**config.mk**
```make
export PLATFORM = sky130hd
export DESIGN_NAME = exmem_stage_fwd
export DESIGN_NICKNAME = d
export VERILOG_FILES = /design/src/rtl/exmem_stage_fwd.sv
export SDC_FILE = /design/constraint.sdc
export NUM_CORES = 1
export LEC_CHECK = 0
export ABC_CLOCK_PERIOD_IN_PS = 5300
export CAP_MARGIN = 20
export CORE_ASPECT_RATIO = 1.4
export CORE_MARGIN = 2
export CORE_UTILIZATION = 45
export CTS_CLUSTER_DIAMETER = 60
export DETAILED_ROUTE_END_ITERATION = 8
export MAX_ROUTING_LAYER = met4
export PLACE_DENSITY_LB_ADDON = 0.1
export SYNTH_ARGS = -nofsm -noshare
export SYNTH_HDL_FRONTEND = slang
export SYNTH_SLANG_ARGS = --single-unit
```
**constraint.sdc**
```tcl
create_clock -name CLOCK -period 5.3 [get_ports CLOCK]
set_clock_uncertainty 0.15 [all_clocks]
set_input_delay 1.325 -clock CLOCK [delete_from_list [all_inputs] [get_ports CLOCK]]
set_output_delay 1.325 -clock CLOCK [all_outputs]
set_load 0.01 [all_outputs]
```
**src/rtl/exmem_stage_fwd.sv**
```systemverilog
// ---------------------------------------------------------------------------
// exmem_stage_fwd
//   EX/MEM pipeline register for the MIPS pipeline. It carries the EXE result
//   and MEM controls into the MEM stage, and adds the following:
//     - a valid bit; a bubble never carries memory or writeback side effects
//     - priority-ordered forwarding of store data, matched on register number
//     - refresh of held store data while the stage is stalled
//     - saturating stall and flush performance counters
//
// Ports
//   CLOCK, RESET          clock; synchronous active-high reset
//   STALL, FLUSH          hold stage / insert bubble (FLUSH wins)
//   CNT_CLEAR             synchronous clear of both counters
//   Valid_IN              incoming instruction is real (0 = bubble)
//   MemWriteData_IN       store data from ID/EXE
//   StoreSrcReg_IN        source register (rt) of the store data
//   MemControl_IN         MEM control field
//   MemRead_IN            load
//   MemWrite_IN           store
//   ALUResult_IN          ALU result / address
//   WriteRegister_IN      destination register
//   WriteEnable_IN        writeback enable
//   Fwd_Valid/Reg/Data    forwarding channels, packed; channel 0 has highest
//                         priority
//   *_OUT                 registered stage contents
//   StallCount_OUT        saturating count of stall cycles
//   FlushCount_OUT        saturating count of flush cycles
// ---------------------------------------------------------------------------
module exmem_stage_fwd #(
  parameter int DATA_W   = 32,
  parameter int REG_W    = 5,
  parameter int CTRL_W   = 6,
  parameter int NUM_FWD  = 2,
  parameter int CNT_W    = 16,
  parameter int ZERO_REG = 1
) (
  input  logic                      CLOCK,
  input  logic                      RESET,
  input  logic                      STALL,
  input  logic                      FLUSH,
  input  logic                      CNT_CLEAR,
  input  logic                      Valid_IN,
  input  logic [DATA_W-1:0]         MemWriteData_IN,
  input  logic [REG_W-1:0]          StoreSrcReg_IN,
  input  logic [CTRL_W-1:0]         MemControl_IN,
  input  logic                      MemRead_IN,
  input  logic                      MemWrite_IN,
  input  logic [DATA_W-1:0]         ALUResult_IN,
  input  logic [REG_W-1:0]          WriteRegister_IN,
  input  logic                      WriteEnable_IN,
  input  logic [NUM_FWD-1:0]        Fwd_Valid,
  input  logic [NUM_FWD*REG_W-1:0]  Fwd_Reg,
  input  logic [NUM_FWD*DATA_W-1:0] Fwd_Data,
  output logic                      Valid_OUT,
  output logic [DATA_W-1:0]         MemWriteData_OUT,
  output logic [CTRL_W-1:0]         MemControl_OUT,
  output logic                      MemRead_OUT,
  output logic                      MemWrite_OUT,
  output logic [DATA_W-1:0]         ALUResult_OUT,
  output logic [REG_W-1:0]          WriteRegister_OUT,
  output logic                      WriteEnable_OUT,
  output logic [CNT_W-1:0]          StallCount_OUT,
  output logic [CNT_W-1:0]          FlushCount_OUT
);

  // Source register of the store currently held in the stage; needed so a
  // stalled store can still pick up a late-arriving forward.
  logic [REG_W-1:0]  storeSrcReg;

  logic              inFwdHit;
  logic [DATA_W-1:0] inFwdData;
  logic              heldFwdHit;
  logic [DATA_W-1:0] heldFwdData;
  logic              inIsZero;
  logic              heldIsZero;

  // With a hardwired register 0, a write "to r0" must never be forwarded.
  assign inIsZero   = (ZERO_REG != 0) && (StoreSrcReg_IN == '0);
  assign heldIsZero = (ZERO_REG != 0) && (storeSrcReg == '0);

  // Two independent lookups: one for the incoming store, one for the held
  // store. The first matching channel (lowest index) wins.
  always_comb begin
    inFwdHit    = 1'b0;
    inFwdData   = '0;
    heldFwdHit  = 1'b0;
    heldFwdData = '0;
    for (int unsigned i = 0; i < NUM_FWD; i++) begin
      if (!inFwdHit && !inIsZero && Fwd_Valid[i] &&
          (Fwd_Reg[i*REG_W +: REG_W] == StoreSrcReg_IN)) begin
        inFwdHit  = 1'b1;
        inFwdData = Fwd_Data[i*DATA_W +: DATA_W];
      end
      if (!heldFwdHit && !heldIsZero && Fwd_Valid[i] &&
          (Fwd_Reg[i*REG_W +: REG_W] == storeSrcReg)) begin
        heldFwdHit  = 1'b1;
        heldFwdData = Fwd_Data[i*DATA_W +: DATA_W];
      end
    end
  end

  // Stage payload.
  always_ff @(posedge CLOCK) begin
    if (RESET || FLUSH) begin
      Valid_OUT         <= 1'b0;
      MemWriteData_OUT  <= '0;
      MemControl_OUT    <= '0;
      MemRead_OUT       <= 1'b0;
      MemWrite_OUT      <= 1'b0;
      ALUResult_OUT     <= '0;
      WriteRegister_OUT <= '0;
      WriteEnable_OUT   <= 1'b0;
      storeSrcReg       <= '0;
    end else if (STALL) begin
      // Everything holds except store data of a real, held store, which
      // tracks the producer if it has only now become forwardable.
      if (Valid_OUT && MemWrite_OUT && heldFwdHit) begin
        MemWriteData_OUT <= heldFwdData;
      end
    end else begin
      Valid_OUT         <= Valid_IN;
      MemWriteData_OUT  <= inFwdHit ? inFwdData : MemWriteData_IN;
      MemControl_OUT    <= MemControl_IN;
      // Bubbles keep their data fields but lose every side-effect control.
      MemRead_OUT       <= MemRead_IN && Valid_IN;
      MemWrite_OUT      <= MemWrite_IN && Valid_IN;
      ALUResult_OUT     <= ALUResult_IN;
      WriteRegister_OUT <= WriteRegister_IN;
      WriteEnable_OUT   <= WriteEnable_IN && Valid_IN;
      storeSrcReg       <= StoreSrcReg_IN;
    end
  end

  // Performance counters; saturate instead of wrapping.
  always_ff @(posedge CLOCK) begin
    if (RESET || CNT_CLEAR) begin
      StallCount_OUT <= '0;
      FlushCount_OUT <= '0;
    end else if (FLUSH) begin
      if (FlushCount_OUT != '1) begin
        FlushCount_OUT <= FlushCount_OUT + CNT_W'(1);
      end
    end else if (STALL) begin
      if (StallCount_OUT != '1) begin
        StallCount_OUT <= StallCount_OUT + CNT_W'(1);
      end
    end
  end

endmodule

```
==> impl_results.md <==
- Largest family of logic cells by synthesized area: simple AND/OR/NAND/NOR gates
- Syn. warnings: 0
- Initial antenna violation count: 1
- Worst Setup Start Kind: input pin
- Adder-cell area share of the yosys netlist: 0.00426
- TritonRoute pass-1 iters: 5
- Post_cts resized: 0
- Synthesized cell area: 5870 um^2
- Setup_tns: 0 ns
- Initial core utilization: 0.458
- Slew Limit Fails: 0
- Clock root cell: clkbuf_16
- Hold Buf Count CTS: 0
- Max VDD drop: approximately 0.00021 V
- Crit-path max FO: 16
- Maximum clock rate: around 250 MHz
- Multiplexer share of the synthesized area: 0.118
- Reported max-cap violation count: 0
- Die Footprint: between 10000 and 15000 um^2
- Worst Tran Pin Value: about 1.1 ns
- Post-Route WL: 19500 um
- CTS tree: yes
- Xor/xnor cell area share of the yosys netlist: 0.0716
- Syn nets: between 800 and 900
- Pleak: between 3 and 4 nW
- Mapped Avg Cell Area: approximately 8.6 um^2
- Vias per inst: approximately 5.6
- WS Path Type: in -> reg
- Post-synth EDFFs: 0
- Post-detailed-route count of antenna-violating nets: 0
- Congestion Overflow GR: 0
- Post-DP HPWL: approximately 14000 um
- Pwr Total: about 2.4 mW
- GP Congestion: 0.897
- Area Overhead vs Synth: 57.8%
- Mapped Cells: roughly 690
- Ports: around 280
- Nets: 1103
- Starting DRT DRC Count: approximately 310
- # Post-CTS Setup Buffers: 0
- Unrepaired setup endpoints after global routing: false
- Total GRT Usage: 0.280
- First-pass GRT wire length: ~31000 um
- Dominant synthesized flop cell: dfxtp_1
- Seq/Total Area, Yosys: 0.396
- Vias in the first global route: just over 6000
- Hold Crit Class: reg -> reg
- Crit path time final: ~4.1 ns
- WP data required: between 5 and 6 ns
- Site Rows: slightly below 50
- Core area: roughly 13000 um^2
- Hold Fails Final Rpt: 0
- Die height: about 140 um
- Clock sink count: between 100 and 150
- Final setup fails: 0
- DRC viols: 0
- Ys async rst share: 0
- Crit end category: flop
- Outcome: finished clean
- Die X: 101 um
- Post-synthesis simple-gate area fraction: 0.223
- TritonCTS buffer count: 17
- Clock H-tree levels: 4
- WP data arrival: 4.22 ns
- Worst-Skew Late Latency: approximately 0.4 ns
- Share of layout cells above drive strength 1: 0.0516
- Largest net degree at the start of global routing: 71
- Netlist cell types: 46
- Routed wire per std cell: around 18 um
- Synth Area in Compound Gates: 0.149
- Vias: approximately 6000
- Pwr dens: ~260 nW/um^2
- Buffers on Ports: between 200 and 300
- Slew HR: 0.289
- Clock Tree Buf Depth: 2
- Reg clk slew, reported paths: around 0.06 ns
- Period Utilization, post-route: 0.765
- Yosys reg bits: approximately 120
==> placed cells by master (no fill, tap or decap), types with 15 or more instances in the layout <==
| cell type | n |
|---|---|
| xor2_1 | 21 |
| nor2_1 | 143 |
| clkbuf_16 | 17 |
| mux2i_1 | 69 |
| nand2_1 | 30 |
| dfxtp_1 | 116 |
| o221ai_1 | 15 |
| a21oi_1 | 18 |
| nand2b_1 | 17 |
| o22ai_1 | 15 |
| xnor2_1 | 27 |
| nor3_1 | 31 |
| o21ai_0 | 18 |
| a22oi_1 | 18 |
| clkdlybuf4s50_1 | 274 |
==> power breakdown <==
group	total, mW	switching, mW	internal (mW)	leakage [nW]
combinational	0.346	0.139	0.206	2.32
clock	1.17	0.428	0.744	0.284
sequential	0.912	0.0158	0.897	0.943
==> worst paths after layout <==
| check | from | to | slack [ns] | cells past startpoint |
|---|---|---|---|---|
| max | StoreSrcReg_IN[4] | MemWriteData_OUT[24] | 1.24 | 7 |
| min | MemWriteData_OUT[0] | MemWriteData_OUT[0] | 0.32 | 2 |
| max reg2reg | storeSrcReg[0] | MemWriteData_OUT[25] | 1.84 | 6 |
| min reg2reg | MemWriteData_OUT[0] | MemWriteData_OUT[0] | 0.32 | 2 |
==> cells in the mapped netlist, drive strengths merged (3+ instances only) <==
cell type  instances  area, um^2
o211ai             3        36.3
o211a              3        30.0
nor2             144         541
a21oi             19         106
o21ai             19        98.9
mux2i             69         691
nand4             10        62.6
dfxtp            116        2320
xnor2             27         236
a22oi             18         135
o2111a            13         146
and4               6        52.6
or2                5        31.3
nor3              31         155
o221ai            15         131
o22ai             15        93.8
or3               13        81.3
nand2             30         113
nand3             13        65.1
clkbuf            32         120
nand2b            17         106
xor2              21         184
and3               6        37.5
buf               17        98.9
o31a               4        35.0
==> layer usage <==
layer  global-route usage  routed length, um  up-vias
li1                     -                  -     2941
met1                0.319               7430     2866
met2                0.473               9990      291
met3               0.0761               1650       34
met4               0.0916                422        0
met5                    -                  0        -
==> worst max-delay path, cell delays in order <==
cell,delay (ns)
clkdlybuf4s50_1,0.64
xnor2_1,0.16
nand4_1,0.13
nor2_1,0.84
o31a_1,0.65
o221ai_1,0.25
o22ai_1,0.22
==> per-stage QoR <==
stage / cell area [um^2] / hold WS [ns] / std cells / util / setup slack (ns)
after detailed placement: 8650 / 0.313 / 1070 / 0.675 / 0.904
after global placement: 8650 / 0.309 / 1070 / 0.675 / 0.993
after CTS: 9260 / 0.323 / 1102 / 0.722 / 1.30
final: 9260 / 0.323 / 1103 / 0.723 / 1.24
after global routing: 9260 / 0.356 / 1103 / 0.723 / 1.10
after floorplan: 5870 / 0.341 / 685 / - / 2.08
==> registers in the layout, summed over array words and instances, names as in the netlist, 5 cells and up <==
register           flops
ALUResult_OUT         32
MemWriteData_OUT      32
FlushCount_OUT        16
StallCount_OUT        16
MemControl_OUT         6
WriteRegister_OUT      5
storeSrcReg            5
==> area by class of cell <==
class / count / area, um^2
diodes: 1 / 2.50
flip-flops and latches: 116 / 2320
inverters: 2 / 7.51
multi-input cells: 518 / 3330
fillers: 1016 / 3550
clock buffers: 18 / 429
clock inverters: 14 / 178
repair buffers: 281 / 2800
well taps: 153 / 191
==> kinds of logic (layout without fill, tap and decap cells) <==
family,count (synthesis),count (layout)
AO/OA/AOI/OAI,116,116
flip-flops,116,116
AND/OR/NAND/NOR,283,283
other,0,1
multiplexers,69,69
adder cells (fa/ha/maj),2,2
buffers and inverters,51,315
XOR/XNOR,48,48
Note: power is estimated with default switching activity, not from simulation.
